===== src/rtl/grain_ks_ctrl.sv =====
`default_nettype none
// ============================================================================
// Module   : grain_ks_ctrl
// Brief    : LFSR + sequencing stage of a 24-bit Grain-style keystream
//            generator; drives the paired NFSR and emits keystream bits.
// Revision : 1.0 - initial release
// ============================================================================
module grain_ks_ctrl #(
    parameter int INIT_ROUNDS = 48
) (
    input  logic        Clk,
    input  logic        reset,
    input  logic        start,
    input  logic        stop,
    input  logic [23:0] key_seed,
    input  logic [23:0] iv_seed,
    input  logic [23:0] nfsr_x,
    output logic [23:0] nfsr_seed,
    output logic        nfsr_par_load,
    output logic        nfsr_shift_en,
    output logic        lfsr_ser_out,
    output logic        ks_bit,
    output logic        ks_valid,
    input  logic        ks_ready,
    output logic        busy
);

    // A zero-round build still needs a 1-bit counter to keep the register legal
    localparam int c_CNT_W = (INIT_ROUNDS > 0) ? $clog2(INIT_ROUNDS + 1) : 1;
    localparam logic [c_CNT_W-1:0] c_LAST = c_CNT_W'(INIT_ROUNDS - 1);

    typedef enum logic [1:0] {
        S_IDLE = 2'd0,
        S_LOAD = 2'd1,
        S_INIT = 2'd2,
        S_RUN  = 2'd3
    } state_t;

    state_t               r_state;
    state_t               w_next;
    logic [23:0]          r_lfsr;
    logic [c_CNT_W-1:0]   r_cnt;
    logic                 w_shift;
    logic                 w_in_init;
    logic                 w_z;
    logic                 w_fb;
    logic                 w_unused;

    assign w_in_init = (r_state == S_INIT);

    assign w_z = nfsr_x[1] ^ nfsr_x[7] ^ r_lfsr[3]
               ^ (r_lfsr[5]  & nfsr_x[12])
               ^ (r_lfsr[9]  & r_lfsr[15])
               ^ (r_lfsr[20] & nfsr_x[20]);

    // Filter output is folded back into both registers only while mixing
    assign w_fb = r_lfsr[0] ^ r_lfsr[1] ^ r_lfsr[2] ^ r_lfsr[7] ^ (w_in_init & w_z);

    assign nfsr_seed     = key_seed;
    assign nfsr_shift_en = w_shift;
    assign lfsr_ser_out  = (r_state == S_IDLE) ? 1'b0 : (r_lfsr[0] ^ (w_in_init & w_z));
    assign ks_bit        = ks_valid & w_z;
    assign w_unused      = ^nfsr_x;

    always_comb begin
        w_next        = r_state;
        nfsr_par_load = 1'b0;
        w_shift       = 1'b0;
        ks_valid      = 1'b0;
        busy          = 1'b0;
        case (r_state)
            S_IDLE: begin
                if (start) begin
                    w_next = S_LOAD;
                end
            end
            S_LOAD: begin
                nfsr_par_load = 1'b1;
                busy          = 1'b1;
                w_next        = (INIT_ROUNDS == 0) ? S_RUN : S_INIT;
            end
            S_INIT: begin
                busy = 1'b1;
                if (stop) begin
                    w_next = S_IDLE;
                end else begin
                    w_shift = 1'b1;
                    if (r_cnt == c_LAST) begin
                        w_next = S_RUN;
                    end
                end
            end
            S_RUN: begin
                ks_valid = 1'b1;
                if (stop) begin
                    w_next = S_IDLE;
                end else begin
                    w_shift = ks_ready;
                end
            end
            default: begin
                w_next = S_IDLE;
            end
        endcase
    end

    always_ff @(posedge Clk) begin
        if (reset) begin
            r_state <= S_IDLE;
            r_lfsr  <= '0;
            r_cnt   <= '0;
        end else begin
            r_state <= w_next;
            if (r_state == S_LOAD) begin
                // An all-zero LFSR would never leave zero
                r_lfsr <= (iv_seed == 24'h000000) ? 24'h000001 : iv_seed;
                r_cnt  <= '0;
            end else if (w_shift) begin
                r_lfsr <= {w_fb, r_lfsr[23:1]};
                if (w_in_init) begin
                    r_cnt <= r_cnt + 1'b1;
                end
            end
        end
    end

endmodule
`default_nettype wire


===== config.mk =====
export PLATFORM = sky130hd
export DESIGN_NAME = grain_ks_ctrl
export DESIGN_NICKNAME = d
export VERILOG_FILES = /design/src/rtl/grain_ks_ctrl.sv
export SDC_FILE = /design/constraint.sdc
export NUM_CORES = 1
export LEC_CHECK = 0
export ABC_CLOCK_PERIOD_IN_PS = 2300
export CAP_MARGIN = 5
export CORE_MARGIN = 2
export CORE_UTILIZATION = 39
export DETAILED_ROUTE_END_ITERATION = 12
export PLACE_DENSITY_LB_ADDON = 0.1
export SKIP_LAST_GASP = 1
export SLEW_MARGIN = 20
export SYNTH_ARGS = -nofsm -noshare
export SYNTH_HDL_FRONTEND = slang
export SYNTH_SLANG_ARGS = --single-unit

===== constraint.sdc =====
create_clock -name Clk -period 2.3 [get_ports Clk]
set_input_delay 0.46 -clock Clk [delete_from_list [all_inputs] [get_ports Clk]]
set_output_delay 0.46 -clock Clk [all_outputs]
set_load 0.005 [all_outputs]

-- After elaboration in Yosys (flattened, before gate mapping)
Index checks and enable logic that the tools add are counted.
- flip-flop bits (word level): 32
- output and inout port bits: 30
- logic and storage cells: 48
- input port bits: 77
- equality and inequality tests: 7
- reductions and logical operators: 7
- mux-type cells: 15
- add/sub/neg operators: 1
- bitwise logic cells: 15
- operators with widths (operator ; count):
    2-to-1 mux 24 bit ; 3
    zero test 24 bit ; 1
    XOR 1 bit ; 10
    2-to-1 mux 2 bit ; 4
    one-hot mux 2 bit (4 select lines) ; 1
    adder 6 x 1 -> 6 bit (second input constant) ; 1
    equality test 6 bit (second input constant) ; 1
    2-to-1 mux 1 bit ; 6
    AND 1 bit ; 5
    equality test 2 bit (second input constant) ; 2
    inequality test 2 bit (second input constant) ; 2
    OR reduction 2 bit ; 2
    inequality test 3 x 2 -> 1 bit (second input constant) ; 1
    AND reduction 3 bit ; 1
    equality test 2 x 1 -> 1 bit (second input constant) ; 1
    zero test 2 bit ; 1
    one-hot mux 1 bit (2 select lines) ; 1
    AND reduction 2 bit ; 1
    nonzero test 2 bit ; 1

-- Logic depth before layout (Yosys ltp)
- word-level depth: 9
- gate-level depth with buffers: 8
- mapped depth without buffers: 7

-- Worst setup path after synthesis
Ideal clock, no wire load.
- path kind: reg-to-reg
- start point: reg r_state[0]
- end point: reg r_lfsr[16]
- required time: 2172 ps
- period minus slack after synthesis: 1971 ps
- data arrival time: 1844 ps
- library setup time: 128 ps
- path slack: 329 ps
- cell stages (with the launch flop): 9
- cells stage by stage: dfxtp_1 inv_1 ha_1 a21oi_1 nor2_1 buf_2 mux2_1 mux2i_1 nor2_1
- cells in the longest elaborated chain, start to end: 3
- elaborated cells between the ends (all ways): 6
- RTL lines (element ; RTL line ; text):
    start: declaration ; 39 ; state_t r_state;
    start signal: assignment ; 113 ; r_state <= w_next;
    equality test 2 bit ; 71 ; case (r_state)
    one-hot mux 1 bit (2 select lines) ; 71 ;
    nonzero test 2 bit (no line) ; -- ;
    end signal: assignment ; 116 ; r_lfsr <= (iv_seed == 24'h000000) ? 24'h000001 : iv_seed;
    end signal: assignment ; 119 ; r_lfsr <= {w_fb, r_lfsr[23:1]};
    end: declaration ; 41 ; logic [23:0] r_lfsr;
Parallel ways exist; a longest one is shown, timed or not.
A chain may end at the register's enable or synchronous reset.

-- Worst setup path after layout
- start point: in nfsr_x[7]
- end point: out lfsr_ser_out
- cells in the longest elaborated chain, start to end: 8
- RTL lines (element ; RTL line ; text):
    start: declaration ; 17 ; input logic [23:0] nfsr_x,
    XOR 1 bit (2 in series) ; 51 ; assign w_z = nfsr_x[1] ^ nfsr_x[7] ^ r_lfsr[3]
    XOR 1 bit ; 52 ; ^ (r_lfsr[5] & nfsr_x[12])
    XOR 1 bit ; 53 ; ^ (r_lfsr[9] & r_lfsr[15])
    XOR 1 bit ; 54 ; ^ (r_lfsr[20] & nfsr_x[20]);
    AND 1 bit ; 61 ; assign lfsr_ser_out = (r_state == S_IDLE) ? 1'b0 : (r_lfsr[0] ^ (w_in_init & w_z));
    XOR 1 bit ; 61 ;
    2-to-1 mux 1 bit ; 61 ;
    end: declaration ; 21 ; output logic lfsr_ser_out,
Every way passes these cells.

==> impl_metrics.yaml <==
cts:
  cts_sinks: 32
  cts_buffers: 5
  cts_tree: "built"
  clkLatencyLatePin_ns: 0.28
  ctsRootBufferMaster: "clkbuf_8"
  holdBufCountCts: 0
  cts.clk_slew.worst_paths_ns: 0.06
  cts_max_level: 2
  clockBufferDepth: 2
final_layout:
  areaGrowthSynthToFinish_pct: 22.8
  antennaDiodeCount: 0
  nNetsFinal: 313
  design_area_um2: 2380
  fill_cells: 456
  final_util_pct: 50.1
  stdcell_count: 298
  drive_gt1_share_pct: 14.7
grt:
  grt_pass1_wl_um: 6930
  grt_start_max_net_pins: 29
  grt_pass1_vias: 1469
  antenna_found_initial: 0
  grt_usage_pct: 16.6
  overflow: 0
pwr:
  ir_drop_mv: 0.304
  switching_power_uw: 516
  p_clk_share_pct: 25.4
  seq_power_share_pct: 39.8
  power_frac_comb_pct: 34.8
  power.internal_uw: 1210
  power_density_nw_per_um2: 727
  swShare_pct: 29.8
  p_leak_uw: 0.000975
floorplanning:
  ioPinCount: 107
  core_area_um2: 4750
  die_w_um: 74.5
  die-area_um2: 5560
  start_util_pct: 40.8
  die_y_um: 74.5
  num_rows: 25
worst_setup_path:
  critPathCaptureType: "output port"
  worstPathCellList: "clkbuf_2 -> xor2_1 -> xnor3_1 -> buf_6 -> mux2i_4 -> xnor2_1 -> nor2_1 -> buf_2"
  crit_start: "nfsr_x[7]"
  start_kind: "input pin"
  required_ns: 1.84
  slowest_delay_ns: 0.44
  path_max_fanout: 2
  setup.worst_path.class: "input pin to output port"
  cp.arrival_ns: 1.77
  rr_worst_depth: 7
  crit_path_top_delay_cell: "xnor3_1"
  r2r-start: "r_lfsr[5]"
yosys:
  synth_edf_count: 0
  yosys_warnings: 0
  netlist_instances: 206
  synth.net_count: 289
  syn_avg_cell_area_um2: 9.42
  yosysSeqAreaShare_pct: 33.0
  netlist_area_um2: 1940
  ys_ff_latch: 32
  synth.distinct_cells: 35
  ys_async_sr_fraction_pct: 0
  synthFlopType: "dfxtp_1"
sta:
  slew_headroom_pct: 70.7
  period_share_pct: 97.0
  worst_pin_slew_ns: 0.440
  maxSlewViolCount: 0
  finClkSkew_ns: 0.00184
  rsz0062_at_grt: "yes"
  finalHoldViolations: 0
  worst_slack_ns: 0.0697
  setup_viol_count_final: 0
  tns_ns: 0
  timing.fmax_ghz: 0.448
  finalCriticalPeriod_ns: 2.23
placed_design:
  preCtsSetupSlack_ns: -0.599
  dp_hpwl_um: 3300
  io_buffers: 38
  finalWeightedCongestion: 0.730
  placed_area_um2: 2270
  placedCellCount: 288
worst_hold_path:
  holdPathStages: 2
  hp-start: "r_cnt[5]"
  hold_path_class: "flop to flop"
detailed_routing:
  drt.antenna.violating_nets: 0
  drt-initial-drc-count: 41
  drc: 0
  wire_per_inst_um: 14.8
  drt_pre_antenna_iters: 4
  drt_wl_total_um: 4400
  dr_total_vias: 1477
  avgViaCountPerCell: 4.96
flow_run:
  cap_violations: 0
outcome:
  status: "completed"
==> kinds of logic (layout without fill, tap and decap cells) <==
group           Yosys count  after routing  share of synthesized area [%]
fa+ha+maj                 6              6                           3.87
buf+inv                  38             63                           12.1
flops                    32             32                           33.0
simple gates             58             58                           14.0
xor+xnor                 11             11                           6.38
compound gates           15             15                           5.29
mux                      46             46                           25.3
==> cells in the mapped netlist (all sizes together), types with 2 or more instances <==
cell / number / area (um2)
a211oi: 2 / 15.0
a21bo: 2 / 20.0
a21oi: 4 / 20.0
buf: 27 / 194
clkbuf: 6 / 22.5
dfxtp: 32 / 641
ha: 6 / 75.1
inv: 5 / 18.8
mux2: 22 / 248
mux2i: 24 / 244
nand2: 6 / 22.5
nand4: 3 / 18.8
nor2: 31 / 116
nor2b: 4 / 25.0
nor3: 2 / 10.0
nor4: 6 / 37.5
o21ai: 3 / 15.0
xnor2: 3 / 26.3
xnor3: 2 / 45.0
xor2: 6 / 52.6
==> timing repair <==
item                       in CTS  in global routing
resized for setup              12                  8
setup buffers                   2                  0
setup endpoints to repair       2                  3
pin swaps                       5                  5
cloned                          0                  0
==> worst max-delay path, delay by kind of cell <==
| kind | cells | cell delay (ns) |
|---|---|---|
| buffers and inverters | 3 | 0.33 |
| muxes | 1 | 0.18 |
| xor gates and xnor gates | 3 | 0.70 |
| and+or+nand+nor | 1 | 0.08 |
==> worst paths after layout <==
path | end | slack (ns)
worst max-delay path | lfsr_ser_out | 0.07
worst min-delay path | r_cnt[5] | 0.50
worst max register to register | r_lfsr[23] | 0.34
worst min register to register | r_cnt[5] | 0.50
==> through the flow <==
step | hold WS [ns] | power (uW)
after floorplan | 0.458 | 1110
after global placement | 0.469 | 1260
after detailed placement | 0.494 | 1280
after CTS | 0.504 | 1750
after global routing | 0.537 | 1840
final | 0.503 | 1730
==> routing by layer <==
| layer | GRT usage [%] | vias to the layer above | share of wire, % |
|---|---|---|---|
| li1 | - | 733 | - |
| met1 | 19.8 | 672 | 42 |
| met2 | 25.5 | 46 | 46 |
| met3 | 5.15 | 26 | 7.6 |
| met4 | 11.7 | 0 | 4.5 |
| met5 | 0 | - | 0 |
==> cells in the final DEF, fill, tap and decap left out, types with 3 or more instances in the layout <==
cell,netlist,layout
clkdlybuf4s50_1,0,32
nor2_1,31,30
dfxtp_1,32,30
mux2i_1,23,23
mux2_1,17,17
buf_4,24,11
nand2_1,6,6
xor2_1,6,6
nor4_1,6,6
clkbuf_8,0,6
inv_1,5,5
mux2_2,5,5
a21oi_1,4,4
nor2b_1,4,4
ha_1,6,4
xnor2_1,3,3
nand4_1,3,3
dlygate4sd2_1,0,3
==> final cells by class <==
type | count | area (um2) | area share (%)
Timing Repair Buffer | 50 | 455 | 19.1
Multi-Input combinational cell | 136 | 1090 | 45.8
Sequential cell | 32 | 643 | 27.0
Tap cell | 67 | 83.8 | 3.52
Inverter | 5 | 18.8 | 0.788
Clock buffer | 8 | 90.1 | 3.78
==> state kept, by name, indices dropped and copies added (netlist names) <==
name / flops
r_lfsr: 24
r_state: 2
r_cnt: 6
==> power groups by stage <==
stage | Clock (uW) | Combinational (uW) | Sequential (uW)
final | 440 | 602 | 689
after global routing | 485 | 658 | 701
after floorplan | 0 | 431 | 677
after detailed placement | 0 | 585 | 699
after CTS | 460 | 599 | 688
after global placement | 0 | 563 | 695
No activity file was read; power rests on OpenSTA's default activity.
==> RTL edit (same settings) <==
Reset style: asynchronous (`reset`), changed in one clocked block.
--- a/src/rtl/grain_ks_ctrl.sv
+++ b/src/rtl/grain_ks_ctrl.sv
@@ -104,7 +104,7 @@
         endcase
     end
 
-    always_ff @(posedge Clk) begin
+    always_ff @(posedge Clk or posedge reset) begin
         if (reset) begin
             r_state <= S_IDLE;
             r_lfsr  <= '0;
Behaviour: differs if reset is asserted again (counterexample within 4 cycles, from zero or initial values and one cycle with reset high); with reset held inactive, the same outputs for 10 cycles.
==> RTL edit against the original RTL <==
Synthesized cell count up 1.5%. Global-route usage up 0.80 points. Critical endpoint unchanged. Largest cell class unchanged. Routed wire length up 5.3%. First-iteration DRC count up 78%. Worst setup slack worse by 62 ps. Sequential cell count unchanged. Critical path depth unchanged. Count of clock-buffer cells in the layout down 1. Synthesized area up 1.3%. Final area up 3.0%. Non-clock buffer count up 4. Hold slack worse by 5.6 ps.
Power is not compared: it rests on default switching activity, and its combinational part moved more than twofold at a synthesized area within 25%.
==> RTL edit: results (changes against the original RTL) <==
Run status
  • Outcome: finished, final reports clean

Yosys
  • Synth Area in Adders: 0.03819 (-0.0004925)
  • Post-synthesis xor/xnor area fraction: 0.04265 (-0.02118)
  • Syn nets: 292 (+1.0%)
  • Top_reg_cell synth: dfrtp_1
  • Mux share of post-synthesis cell area: 0.1305 (-0.1229)
  • Complex-gate fraction of the synthesized area: 0.1279 (+0.07507)
  • Synth cell types: 36 (+2.9%)
  • Seq/Total Area, Yosys: 0.4074 (+0.07727)
  • Largest family of logic cells by synthesized area: simple AND/OR/NAND/NOR gates
  • Ys async rst share: 1.000 (+1.000)
  • Top post-synthesis cells by area: dfrtp_1, mux2i_1, buf_4, a21oi_1, nor2_1

Final layout
  • Fill cells: 461 (+1.1%)
  • Non-Clock Buffer Area Fraction: 0.2080 (+0.01677)
  • Non-CTS buffers: 54 (+8.0%)
  • CLK BUF: 7 (-1)
  • Logic inverters: 4 (-1)
  • Multi-input gates: 140 (+2.9%)
  • Net count reported at finish: 320 (+2.2%)
  • Final clock-cell share: 0.03925 (+0.001431)
  • Layout Cells excl Fill: 304 (+2.0%)
  • Multi-input combinational area share: 0.3863 (-0.07164)
  • Sequential portion of the cell area: 0.3262 (+0.05624)
  • Seq cells: 32 (unchanged)
  • Fraction of final layout cells sized beyond drive strength 1: 0.1477 (+0.0004932)

Drt
  • Vias: 1577 (+6.8%)
  • Metal2 WL: 2.246 mm (+12%)
  • 1st-iter DRT viols: 73 (+78%)
  • Wire length per cell: 15.24 um (+3.2%)
  • Met1 wire length: 1.852 mm (-0.64%)
  • Met3 Wirelength: 344 um (+3.0%)

Global route
  • Overall routing resource usage: 0.1743 (+0.008000)
  • M1 GR Usage: 0.2082 (+0.01064)
  • Global-route wire length before repair: 7.258 mm (+4.8%)
  • Pin count of the biggest net entering global routing: 34 (+17%)
  • Routing usage on met2: 0.2778 (+0.02311)
  • GRT met3 Usage: 0.05756 (+0.006073)

Setup path
  • Worst r2r src: r_lfsr[20]
  • Worst R2R Setup Slack: 120 ps (-220 ps)

Timing
  • Clk_skew: 6.360 ps (+4.517 ps)
  • Worst-margin pin slew: 464.4 ps (+24.49 ps)
  • Hold_ws: 497.5 ps (-5.604 ps)

Place
  • Hpwl dp: 3.491 mm (+5.7%)
  • Final RePlAce weighted congestion: 0.7944 (+8.9%)
  • Inst Count DP: 294 (+2.1%)

CTS
  • Total CTS buffers: 5 (unchanged)

Worst hold path
  • Hold_sp: r_cnt[5]
-- RTL edit: cell count changes after synthesis, moves of 3 or more --
cell and change:
dfxtp_1 -32, nor2b_1 -3, a21oi_1 +22, dfrtp_1 +32, mux2_1 -17, xor2_1 -4
nand2b_1 +3, mux2_2 -3, nand4_1 -3, o21ai_0 +5
-- RTL edit: stage by stage --
stage,cell area (um2),power [W],setup slack [ps],utilization,setup TNS (ps)
2_1_floorplan,1966,0.002217,388.0,-,0
3_3_place_gp,2325,0.002754,-553.2,0.4858,-1366
3_5_place_dp,2325,0.002819,-621.0,0.4858,-1513
4_1_cts,2421,0.003302,-27.08,0.5059,-27.08
5_1_grt,2455,0.003582,-96.60,0.5129,-99.64
6_report,2455,0.003301,7.499,0.5129,0
-- RTL edit: final timing paths --
kind	to	cells after the start
max in group asynchronous	r_lfsr[10]	3
min in group asynchronous	r_state[0]	3
worst max-delay path	lfsr_ser_out	8
worst max register to register	r_lfsr[23]	9
worst min register to register	r_cnt[5]	1
worst min-delay path	r_cnt[5]	1
